[src/rtl/wts_ram_pkg.sv]
// rtl/wts_ram_pkg.sv - shared constants and types for the wave table sample RAM
package wts_ram_pkg;

  localparam int WTS_RAM_DEPTH = 384;
  localparam int WTS_RAM_AW    = 9;
  localparam int WTS_RAM_DW    = 8;

  typedef logic [WTS_RAM_AW-1:0] wts_ram_addr_t;
  typedef logic [WTS_RAM_DW-1:0] wts_ram_data_t;

  function automatic logic wts_ram_in_range(input wts_ram_addr_t a);
    return a < wts_ram_addr_t'(WTS_RAM_DEPTH);
  endfunction

endpackage

[src/rtl/wts_ram_clear.sv]
// rtl/wts_ram_clear.sv - post-reset clear sequencer, one address per cycle
// Used only when WTS_RAM_CLEAR_EN is defined.
module wts_ram_clear
  import wts_ram_pkg::*;
(
  input  logic          clk,
  input  logic          nreset,
  output logic          busy,
  output wts_ram_addr_t addr
);

  localparam wts_ram_addr_t LAST_ADDR = wts_ram_addr_t'(WTS_RAM_DEPTH - 1);

  // Busy comes up set out of reset, so the first edge after release clears address 0.
  always_ff @(posedge clk or negedge nreset) begin
    if (!nreset) begin
      busy <= 1'b1;
      addr <= '0;
    end else if (busy) begin
      if (addr == LAST_ADDR) begin
        busy <= 1'b0;
      end
      addr <= addr + wts_ram_addr_t'(1);
    end
  end

endmodule

[src/rtl/wts_wave_ram.sv]
// rtl/wts_wave_ram.sv - 384 x 8 single-port waveform RAM, registered read, read-first
// Optional post-reset zero fill when WTS_RAM_CLEAR_EN is defined.
module wts_wave_ram
  import wts_ram_pkg::*;
(
  input  logic       clk,
  input  logic       nreset,
  input  logic       sram_we,
  input  logic [8:0] sram_a,
  input  logic [7:0] sram_d,
  output logic [7:0] sram_q
);

  wts_ram_data_t mem [0:WTS_RAM_DEPTH-1];

  logic          clr_busy;
  logic          wr_en;
  wts_ram_addr_t wr_a;
  wts_ram_data_t wr_d;
  logic          rd_zero;

`ifdef WTS_RAM_CLEAR_EN
  wts_ram_addr_t clr_addr;

  wts_ram_clear u_clear (
    .clk    (clk),
    .nreset (nreset),
    .busy   (clr_busy),
    .addr   (clr_addr)
  );

  assign wr_en = clr_busy ? 1'b1     : (sram_we && wts_ram_in_range(sram_a));
  assign wr_a  = clr_busy ? clr_addr : sram_a;
  assign wr_d  = clr_busy ? '0       : sram_d;
`else
  assign clr_busy = 1'b0;
  assign wr_en    = sram_we && wts_ram_in_range(sram_a);
  assign wr_a     = sram_a;
  assign wr_d     = sram_d;
`endif

  assign rd_zero = clr_busy || !wts_ram_in_range(sram_a);

  // No reset on the array so it stays a plain block RAM.
  always_ff @(posedge clk) begin
    if (wr_en) begin
      mem[wr_a] <= wr_d;
    end
  end

  // Reads the pre-write contents on a same-address write (read-first).
  always_ff @(posedge clk or negedge nreset) begin
    if (!nreset) begin
      sram_q <= '0;
    end else if (rd_zero) begin
      sram_q <= '0;
    end else begin
      sram_q <= mem[sram_a];
    end
  end

endmodule

[config.mk]
export PLATFORM = sky130hd
export DESIGN_NAME = wts_wave_ram
export DESIGN_NICKNAME = d
export VERILOG_FILES = /design/src/rtl/wts_ram_pkg.sv /design/src/rtl/wts_ram_clear.sv /design/src/rtl/wts_wave_ram.sv
export SDC_FILE = /design/constraint.sdc
export NUM_CORES = 2
export LEC_CHECK = 0
export CAP_MARGIN = 25
export CELL_PAD_IN_SITES_DETAIL_PLACEMENT = 0
export CELL_PAD_IN_SITES_GLOBAL_PLACEMENT = 1
export CORE_MARGIN = 2
export CORE_UTILIZATION = 56
export DETAILED_ROUTE_END_ITERATION = 16
export HOLD_SLACK_MARGIN = 0.08
export PLACE_DENSITY = 0.89
export SLEW_MARGIN = 30
export SYNTH_ARGS = -nofsm -noshare
export SYNTH_HDL_FRONTEND = slang
export SYNTH_HIERARCHICAL = 1
export SYNTH_SLANG_ARGS = --single-unit
[constraint.sdc]
create_clock -name clk -period 3.1 [get_ports clk]
set_input_delay 0.31 -clock clk [delete_from_list [all_inputs] [get_ports clk]]
set_output_delay 0.31 -clock clk [all_outputs]
set_load 0.005 [all_outputs]
==> run metrics <==
Vias=68,600; P&R area growth vs syn=19.2%; Root Buffer=clkbuf_16; Initial Utilization=a little under three fifths; Die H=around 470 um; slew margin rel.=roughly 25%; Critical Path AT=slightly below 4 ns; final wirelength=around 360,000 um; mux cell area share after synthesis=between 10% and 20%; R2R Setup Slk=0.07 ns; critical-path cell list=buf_8, buf_12, buf_4, mux4_2, nor2b_1, a211oi_1, a211oi_1, nor4_1, buf_4, a211o_1, nand4_1; R2R cell count=9; number of synthesized register bits=about 3,100; Synth Area in XOR/XNOR=0%; LEAKAGE=~47 nW; Synth Area in Simple Gates=between 2 and 3%; Clk pin slew, worst setup/hold paths=around 0.060 ns; measured slew at the worst slew-check pin=around 1.1 ns; Synth Net Count=5,677; Synth Flop Type=edfxtp_1; Setup Skew=between 0.05 and 0.06 ns; Syn Inst Count=5,657; RSZ-0062 raised after global routing=false; Synth area leader=edfxtp_1; layout cell share with drive strength beyond 1=approximately 33%; reg-to-reg endpoint=sram_q[2]; DR WL/cell=36.2 um; fill count=about 12,000; final hold vios=0; Crit Path Class=in2reg; Hold/Removal Path Class=in2reg; outcome=finished, final reports clean; post-synthesis compound-gate area fraction=under 10%; # DRC=0; post-layout net count=between 6,000 and 7,000; hold slack=0.227 ns; CTS tree=done; Req. time, crit path=between 3 and 4 ns; footprint of the multi-input gates=between 20,000 and 30,000 um^2; Slew Limit Fails=0; adder-cell share of the synthesized area=0%; cts bufs inserted=315; Port Buffers=27; H-tree levels=5; # IOs=28; Synth top area share=77.3%; GPL Wtd Cong=a little under 1; Setup crit end kind=register; final setup fails=0; CP endpoint=sram_q[2]; HPWL after detailed placement=222,000 um; Pre-antenna DRT Iters=8; Clock Tree Buf Depth=4; Total Die Area=217,000 um^2; Post-CTS Setup Inserts=0; register area share after synthesis=77.4%; Fin Setup TNS=0 ns; gr ovfl total=0; later-pin clock latency in the skew report=roughly 0.95 ns; CP max-delay cell=nor4_1; fin cells=~9,900; Num Clock Sinks=between 3,000 and 4,000; crit path from=sram_a[0]; vias in the first global route=a little under 70,000; Post-DRT Antenna Nets=0; largest net degree at the start of global routing=about 150; synth warn=6; ranking of synthesized cells by area=edfxtp_1, mux4_2, mux2i_1, nor2_1, a22oi_1; Max Clock Freq=326 MHz; Peak VDD IR=just under 0.7 mV; initial antenna violation count=15; Period Utilization, post-route=a little over nine tenths; Post-synth EDFFs=3,072; Cell Pwr Density=roughly 630 nW/um^2; Syn Area/Cell=about 21 um^2; Site Rows=approximately 170; Critical Path Start Type=input port; RR Startpoint=mem[90][2]; Reg area=between 90,000 and 100,000 um^2; CP Max Fanout=27; max incr delay on CP=0.75 ns; crit path time final=slightly above 3 ns; maxcap violations=0; synthesized cell area=~120,000 um^2; post-synthesis async set-or-reset flop share=less than 1%; Core ar.=around 210,000 um^2; Cells after DPL=a little over 9,000; largest family of logic cells by synthesized area=multiplexers; Via density=between 6 and 7; gr usage total=between 30% and 40%; DIE WIDTH=about 470 um; DRT iter0 DRCs=12,600; first-pass GRT wire length=507,000 um; Unique masters post-synth=68
## final cells by class
type / count / area share, %
antenna: 19 / 0.0334
clock buffer: 388 / 5.86
clock inverter: 157 / 1.34
inverter: 5 / 0.0167
multi-input combinational: 2225 / 17.7
sequential: 3080 / 65.0
tap: 2821 / 2.48
timing repair buffer: 1226 / 7.67
## metal layers
layer | GRT usage [%] | part of all wire (%) | vias to the layer above
li1 | - | - | 26000
met4 | 20.5 | 7.4 | 10
met5 | 0 | 0.021 | -
met3 | 10.3 | 15 | 1371
met1 | 42.7 | 32 | 34600
met2 | 49.8 | 46 | 6583
## critical path: cells and delay by family
| family | cells | cell delay [ns] |
|---|---|---|
| AO/OA/AOI/OAI | 3 | 0.68 |
| multiplexers | 1 | 0.55 |
| buffers and inverters | 4 | 1.18 |
| AND/OR/NAND/NOR | 3 | 1.04 |
## logic make-up (layout without fill, tap and decap cells)
group           after synthesis  after routing
other cells                   0             19
flops                      3080           3080
mux                         964            964
buf+inv                     352           1776
simple gates                778            778
compound gates              483            483
## where the power goes
group	total (mW)	switching [mW]	internal (mW)
Clock	38.4	15.8	22.6
Sequential	45.9	0.0611	45.8
Combinational	5.05	3.14	1.90
Total	89.3	19.0	70.3
## stage by stage
stage | worst slack (ns) | area (um^2) | power, mW | util, %
floorplan | 0.218 | 119000 | 48.9 | -
global placement | -0.674 | 132000 | 51.4 | 62.2
detailed placement | -0.696 | 132000 | 51.6 | 62.2
CTS | 0.00266 | 142000 | 89.2 | 67.1
global route | 0.0204 | 142000 | 90.9 | 67.1
finish | 0.0334 | 142000 | 89.3 | 67.1
## registers in the layout, summed over array words and instances (netlist names)
signal	cells
mem	3072
sram_q	8
## Yosys cell counts (all sizes together) (3+ instances only)
| master | n |
|---|---|
| edfxtp | 3072 |
| mux4 | 683 |
| nor2 | 438 |
| mux2i | 270 |
| buf | 211 |
| nand2 | 157 |
| clkbuf | 136 |
| a22oi | 128 |
| a21oi | 67 |
| o22ai | 59 |
| nand3 | 44 |
| a221oi | 43 |
| o21ai | 37 |
| a211oi | 29 |
| a31oi | 29 |
| a22o | 26 |
| nor3 | 25 |
| nand4 | 20 |
| nor2b | 18 |
| nor4 | 14 |
| and2 | 11 |
| mux2 | 11 |
| nand2b | 11 |
| o211ai | 9 |
| a41oi | 8 |
| dfrtp | 8 |
| or4 | 8 |
| and3 | 7 |
| o2111ai | 7 |
| o221ai | 6 |
| a2111oi | 5 |
| a211o | 5 |
| a311oi | 5 |
| a32oi | 4 |
| inv | 4 |
| nand4b | 3 |
| nor3b | 3 |
| o311ai | 3 |
## worst min path at each step
stage | start | endpoint | slack (ns) | cells past startpoint
floorplan | nreset | sram_q[0] | 0.01 | 0
global route | sram_a[4] | sram_q[7] | 0.17 | 4
CTS | sram_a[4] | sram_q[7] | 0.13 | 4
global placement | sram_d[4] | mem[91][4] | 0.69 | 1
detailed placement | sram_d[4] | mem[91][4] | 0.70 | 1
finish | sram_a[4] | sram_q[7] | 0.23 | 4
## layout by cell type, fill, tap and decap left out, types with 56 or more instances in the layout
master	netlist	final
clkbuf_1	136	63
edfxtp_1	3072	3072
buf_12	0	127
a22oi_1	128	128
nor2_1	438	433
nand2_1	157	141
mux4_2	683	683
o22ai_1	59	59
clkinv_1	1	56
a21oi_1	67	67
buf_4	87	1064
clkbuf_16	0	322
mux2i_1	270	269
## repair_timing
action	4_1_cts	5_1_grt
hold buffers	9	0
setup endpoints to repair	2	3
hold endpoints to repair	895	0
gates resized for setup	4	4
Note: power is estimated with default switching activity, not from simulation.
